==> src/rtl/abs_peak_win.sv <==
// Windowed peak detector: tracks max magnitude and its first index over WIN accepted samples.
// Optional window sum output enabled by defining ABS_PEAK_WIN_SUM_EN.
module abs_peak_win #(
    parameter int unsigned DWIDTH = 16,
    parameter int unsigned WIN    = 64,
    parameter int unsigned IDXW   = 6
) (
    input  logic              clk,
    input  logic              rst,
    input  logic              in_valid,
    input  logic [DWIDTH-1:0] in,
    input  logic              win_clr,
    input  logic [DWIDTH-1:0] thr,
    output logic              out_valid,
    output logic [DWIDTH-1:0] peak,
    output logic [IDXW-1:0]   peak_idx,
    output logic              over_thr
`ifdef ABS_PEAK_WIN_SUM_EN
    ,
    output logic [DWIDTH+IDXW-1:0] sum
`endif
);

    localparam logic [IDXW-1:0] LAST = IDXW'(WIN - 1);

    typedef enum logic {EMPTY, ACC} state_t;

    state_t            state, state_nxt;
    logic [IDXW-1:0]   cnt, cnt_nxt;
    logic [DWIDTH-1:0] run_max, max_nxt;
    logic [IDXW-1:0]   run_idx, idx_nxt;
    logic              ov_nxt, ot_nxt;
    logic [DWIDTH-1:0] peak_nxt;
    logic [IDXW-1:0]   pidx_nxt;

    logic              fresh;
    logic [DWIDTH-1:0] base_max, cur_max;
    logic [IDXW-1:0]   base_idx, base_cnt, cur_idx;

`ifdef ABS_PEAK_WIN_SUM_EN
    logic [DWIDTH+IDXW-1:0] acc, acc_nxt, sum_nxt, cur_sum;
`endif

    always_comb begin
        state_nxt = state;
        cnt_nxt   = cnt;
        max_nxt   = run_max;
        idx_nxt   = run_idx;
        ov_nxt    = 1'b0;
        peak_nxt  = peak;
        pidx_nxt  = peak_idx;
        ot_nxt    = over_thr;

        // A cleared or empty window behaves as max=0 at index 0, so the strict
        // compare below also covers the first sample of a window.
        fresh    = win_clr || (state == EMPTY);
        base_max = fresh ? '0 : run_max;
        base_idx = fresh ? '0 : run_idx;
        base_cnt = fresh ? '0 : cnt;
        cur_max  = (in > base_max) ? in : base_max;
        cur_idx  = (in > base_max) ? base_cnt : base_idx;
`ifdef ABS_PEAK_WIN_SUM_EN
        acc_nxt  = acc;
        sum_nxt  = sum;
        cur_sum  = (fresh ? '0 : acc) + {{IDXW{1'b0}}, in};
`endif

        if (in_valid) begin
            if (base_cnt == LAST) begin
                ov_nxt    = 1'b1;
                peak_nxt  = cur_max;
                pidx_nxt  = cur_idx;
                ot_nxt    = (cur_max >= thr);
                state_nxt = EMPTY;
                cnt_nxt   = '0;
                max_nxt   = '0;
                idx_nxt   = '0;
`ifdef ABS_PEAK_WIN_SUM_EN
                sum_nxt   = cur_sum;
                acc_nxt   = '0;
`endif
            end else begin
                state_nxt = ACC;
                cnt_nxt   = base_cnt + 1'b1;
                max_nxt   = cur_max;
                idx_nxt   = cur_idx;
`ifdef ABS_PEAK_WIN_SUM_EN
                acc_nxt   = cur_sum;
`endif
            end
        end else if (win_clr) begin
            state_nxt = EMPTY;
            cnt_nxt   = '0;
            max_nxt   = '0;
            idx_nxt   = '0;
`ifdef ABS_PEAK_WIN_SUM_EN
            acc_nxt   = '0;
`endif
        end
    end

    always_ff @(posedge clk) begin
        if (rst) begin
            state     <= EMPTY;
            cnt       <= '0;
            run_max   <= '0;
            run_idx   <= '0;
            out_valid <= 1'b0;
            peak      <= '0;
            peak_idx  <= '0;
            over_thr  <= 1'b0;
`ifdef ABS_PEAK_WIN_SUM_EN
            acc       <= '0;
            sum       <= '0;
`endif
        end else begin
            state     <= state_nxt;
            cnt       <= cnt_nxt;
            run_max   <= max_nxt;
            run_idx   <= idx_nxt;
            out_valid <= ov_nxt;
            peak      <= peak_nxt;
            peak_idx  <= pidx_nxt;
            over_thr  <= ot_nxt;
`ifdef ABS_PEAK_WIN_SUM_EN
            acc       <= acc_nxt;
            sum       <= sum_nxt;
`endif
        end
    end

endmodule
==> config.mk <==
export PLATFORM = sky130hd
export DESIGN_NAME = abs_peak_win
export DESIGN_NICKNAME = d
export VERILOG_FILES = /design/src/rtl/abs_peak_win.sv
export SDC_FILE = /design/constraint.sdc
export NUM_CORES = 1
export LEC_CHECK = 0
export BUFFER_PORTS_ARGS = -buffer_cell sky130_fd_sc_hd__buf_2
export CAP_MARGIN = 20
export CORE_MARGIN = 8
export CORE_UTILIZATION = 55
export DETAILED_ROUTE_END_ITERATION = 6
export PLACE_DENSITY = 0.79
export SLEW_MARGIN = 20
export SYNTH_ARGS = -nofsm -noshare
export SYNTH_HDL_FRONTEND = slang
export SYNTH_SLANG_ARGS = --single-unit
==> constraint.sdc <==
create_clock -name clk -period 8.3 [get_ports clk]
set_input_delay 1.245 -clock clk [delete_from_list [all_inputs] [get_ports clk]]
set_output_delay 1.245 -clock clk [all_outputs]
set_load 0.05 [all_outputs]
Yosys cells after proc, flatten, opt, wreduce, memory -nomap -nowiden

Cells that the tools add are included.

$lt $le $gt $ge: 2
$add $sub $neg: 1
Bitwise gates (word level): 2
Equal/unequal tests: 1
Reduce and logical (&&, ||, !) cells: 4
Multiplexer cells: 17

Operators by type and width:

| kind                  | number |
|---|---|
| $mux W16              | 5 |
| $mux W6               | 8 |
| $ge A16 B16 Y1        | 1 |
| $gt A16 B16 Y1        | 1 |
| $add A6 B1 Y6 const B | 1 |
| $eq A6 B6 Y1 const B  | 1 |
| $mux W1               | 4 |
| $not A1 Y1            | 2 |
| $reduce_and A2 Y1     | 1 |
| $reduce_bool A2 Y1    | 1 |
| $reduce_or A2 Y1      | 1 |
| $logic_or A1 B1 Y1    | 1 |

Register bits: 53
Input bits: 36
Output and inout port bits: 24
Logic and storage cells: 35

Logic depth before layout (Yosys ltp)

Depth in word-level cells: 7
Depth in mapped cells: 19
Mapped depth without buffers: 16

Least setup slack after synthesis

No wires, ideal clock.

Path kind: input-to-reg
Start: input win_clr
End: register over_thr
Setup slack: 3.541 ns
Buffers on the path: 3
Cell stages on the path: 19
Data required time: 8.153 ns
Arrival: 4.612 ns
Cell sequence: nor2b_1 clkbuf_1 nand2_1 ha_1 a21o_1 a21o_1 a2111o_1 o31a_4 buf_6 buf_2 nand2_1 nand2_1 ha_1 a21oi_1 o21ai_0 nor3_1 o21ai_0 a221oi_1 a311oi_1

Cells in the longest elaborated chain, start to end: 5
Elaborated cells on any way between the ends: 8
Classes of those cells: order compare (2); eq/ne (1); mux (3); reduce/logical (2)

Ends and longest elaborated chain:

| item                   | line | text |
|---|---|---|
| start: declaration     | 12   | `input logic win_clr,` |
| $logic_or A1 B1 Y1 *   | 56   | `fresh = win_clr \|\| (state == EMPTY);` |
| $mux W16 *             | 57   | `base_max = fresh ? '0 : run_max;` |
| $gt A16 B16 Y1         | 60   | `cur_max = (in > base_max) ? in : base_max;` |
| $mux W16 *             | 60   |  |
| net cur_max[5]         | 37   | `logic [DWIDTH-1:0] base_max, cur_max;` |
| $ge A16 B16 Y1 *       | 73   | `ot_nxt = (cur_max >= thr);` |
| end signal: assignment | 124  | `over_thr <= ot_nxt;` |
| end: declaration       | 17   | `output logic over_thr` |

The timed path passes the listed nets; every way through them passes the cells marked *.
A chain may end at the register's enable or synchronous reset.

Worst setup path in the final report

Start: input win_clr
End: register over_thr

Cells in the longest elaborated chain, start to end: 5
Elaborated cells on any way between the ends: 8
Classes of those cells: order compare (2); eq/ne (1); mux (3); reduce/logical (2)

Ends and longest elaborated chain:

| item                 | line |
|---|---|
| $logic_or A1 B1 Y1 * | 56 |
| $mux W16             | 57 |
| $gt A16 B16 Y1       | 60 |
| $mux W16             | 60 |
| $ge A16 B16 Y1       | 73 |

Every way passes the cells marked *; elsewhere a longest branch is shown, timed or not.

==> reports/metrics.cfg <==
[worst_setup_path]
crit_slowest_cell=o31a_4
path_common_cell=ha_1
critPathCaptureType=flop
crit_required_ps=8460
slowest_delay_ps=430
crit_buf_inv=2
crit_fanout=42
critPathLaunchType=input port
cp_cell_sequence=buf_2 -> nor2b_1 -> buf_4 -> nand2_1 -> ha_1 -> nand4_1 -> nor4_1 -> a21boi_0 -> o31a_4 -> mux2i_1 -> ha_1 -> nand2b_1 -> a21o_1 -> a21oi_1 -> o21ai_0 -> a221oi_1 -> a311oi_1
path_class=input port to flop
cp_top_family=compound AO/OA/AOI/OAI gates
rrSetupSlack_ps=4030
worst-endpoint-arrival_ps=5030

[grt]
grt_pass1_vias=2688
grt.total_usage_pct=17.01
antenna_found_initial=0
grt_overflow=0
grt_pass1_wl_um=11900
grt_max_degree=43

[timing]
whs_ps=492.6
hold_viol=0
rsz0062_at_grt=no
maxSlewHeadroom_pct=45.18
max_freq_ghz=0.2053
fin_setup_tns_ps=0
slew_violations=0
period_share_pct=58.69
finalSetupViolations=0
worst_clock_skew_ps=4.266
tightest_slew_ps=822.3
layout_min_cycle_time_ps=4871
worst_slack_ps=3429

[synth]
netlist.top_cell.by_area=dfxtp_1
synth.area.top_cells=dfxtp_1 (35%), ha_1 (14%), a311oi_2 (6.9%)
async_flop_share_pct=0
synth_top_cell_area_share_pct=34.88
yosys_warnings=0
synth_commonest_cells=nand2_1 (54), dfxtp_1 (53), ha_1 (33)
synth_cells=352
synth_edf_count=0
ys.flop_type=dfxtp_1
ys_ff_latch=53
ys_seq_area_share_pct=34.88
ys_types=40
syn_nets=421
synthesis.area_mm2=0.003042
syn_avg_cell_area_um2=8.641
yosysMostFrequentCell=nand2_1

[clock_network]
cts_htree_levels=2
cts_hold_buf=0
cts_tree=yes
cts.path.max_buffers=2
clkLatencyLatePin_ps=310
cts_resized=0
post-cts-setup-buffers=0
cts_made_buffers=5
cts_num_sinks=53
path_clk_slew_ps=90
cts_root_buf=clkbuf_8

[placement]
io_buffers=59
dp_slack_ps=3069
placedCellCount=464
gp_congestion=0.8295
dp_hpwl_um=5065

[cells_and_area]
fillers=510
fin_cells=473
diodes=0
nNetsFinal=469
drive_above_1_share_pct=22.19
area_growth_pct=14.31

[pwr]
ir_drop_uv=117.6
p_per_area_mw_per_mm2=142.0
power.leakage_uw=0.001559

[floorplanning]
dieHeight_um=90.37
die_area_mm2=0.008166
num_rows=27
coreArea_mm2=0.005439
die_x_um=90.37
initial_core_util_pct=55.92
ios=60

[drt]
wl_per_cell_um=14.69
drc_errors=0
dr.first_iter.drc_count=136
drt_first_pass_iters=4
drt_wl_total_um=6948
ant_nets=0
via_count=2695
viasPerCell=5.698

[flow_run]
maxCapViolations=0

[worst_hold_path]
hold_path.class=flop to flop

[outcome]
status=complete, no violations

## cell usage in the layout (no fill, tap or decap), types with 5 or more instances in the layout
| cell | count |
|---|---|
| a21o_1 | 6 |
| a21oi_1 | 15 |
| a22o_1 | 22 |
| a311oi_2 | 14 |
| and2_1 | 5 |
| buf_2 | 59 |
| clkbuf_8 | 7 |
| dfxtp_1 | 53 |
| ha_1 | 33 |
| inv_1 | 18 |
| nand2_1 | 54 |
| nand3_1 | 5 |
| nand4_1 | 7 |
| nor2_1 | 31 |
| nor3_1 | 12 |
| o21ai_0 | 7 |
| or2_1 | 14 |
## through the flow
stage	util, %	power [uW]	area, um2
after floorplan	-	317.6	3042
after global placement	61.56	337.3	3348
after detailed placement	61.56	339.8	3348
after CTS	63.42	496.1	3450
after global routing	63.93	519.5	3477
final	63.93	493.6	3477
## logic make-up (layout without fill, tap and decap cells)
family | after synthesis | in the layout | share of synthesized area [%]
AOI/OAI and AO/OA | 78 | 78 | 22.71
adders and majority gates | 33 | 33 | 13.57
buffers and inverters | 39 | 88 | 5.553
DFF | 53 | 53 | 34.88
muxes | 1 | 1 | 0.3291
and+or+nand+nor | 148 | 148 | 22.95
## cell type report
cell class	instances	area [um2]	area share, %
clock buffer	7	96.34	2.771
clock inverter	1	5.005	0.1439
multi-input combinational	260	1819	52.32
inverter	18	67.56	1.943
tap	72	90.09	2.591
sequential	53	1061	30.51
timing repair buffer	62	337.8	9.716
## worst paths after layout
check	startpoint	to	depth (start not counted)
worst max-delay path	win_clr	over_thr	17
worst min-delay path	run_max[0]	run_max[0]	1
worst max register to register	state	over_thr	16
worst min register to register	run_max[0]	run_max[0]	1
## where the power goes
| part | leakage [uW] | total (uW) | switching [uW] | internal (uW) |
|---|---|---|---|---|
| clock | 0.0000542 | 159 | 83.6 | 75.6 |
| sequential | 0.000429 | 261 | 2.76 | 258 |
| combinational | 0.00108 | 73.3 | 43.8 | 29.5 |
| total | 0.00156 | 494 | 130 | 363 |
## routing by layer
metal | GRT usage, % | vias up | share of wire, %
li1 | - | 1358 | -
met1 | 19.58 | 1271 | 47
met2 | 29.94 | 60 | 46
met3 | 4.655 | 6 | 5.1
met4 | 4.854 | 0 | 1.2
met5 | 0 | - | 0
## state kept, by name, indices dropped and copies added, names as in the netlist
signal / cells
run_idx: 6
over_thr: 1
state: 1
out_valid: 1
peak_idx: 6
cnt: 6
run_max: 16
peak: 16
(Power assumes the default switching activity.)
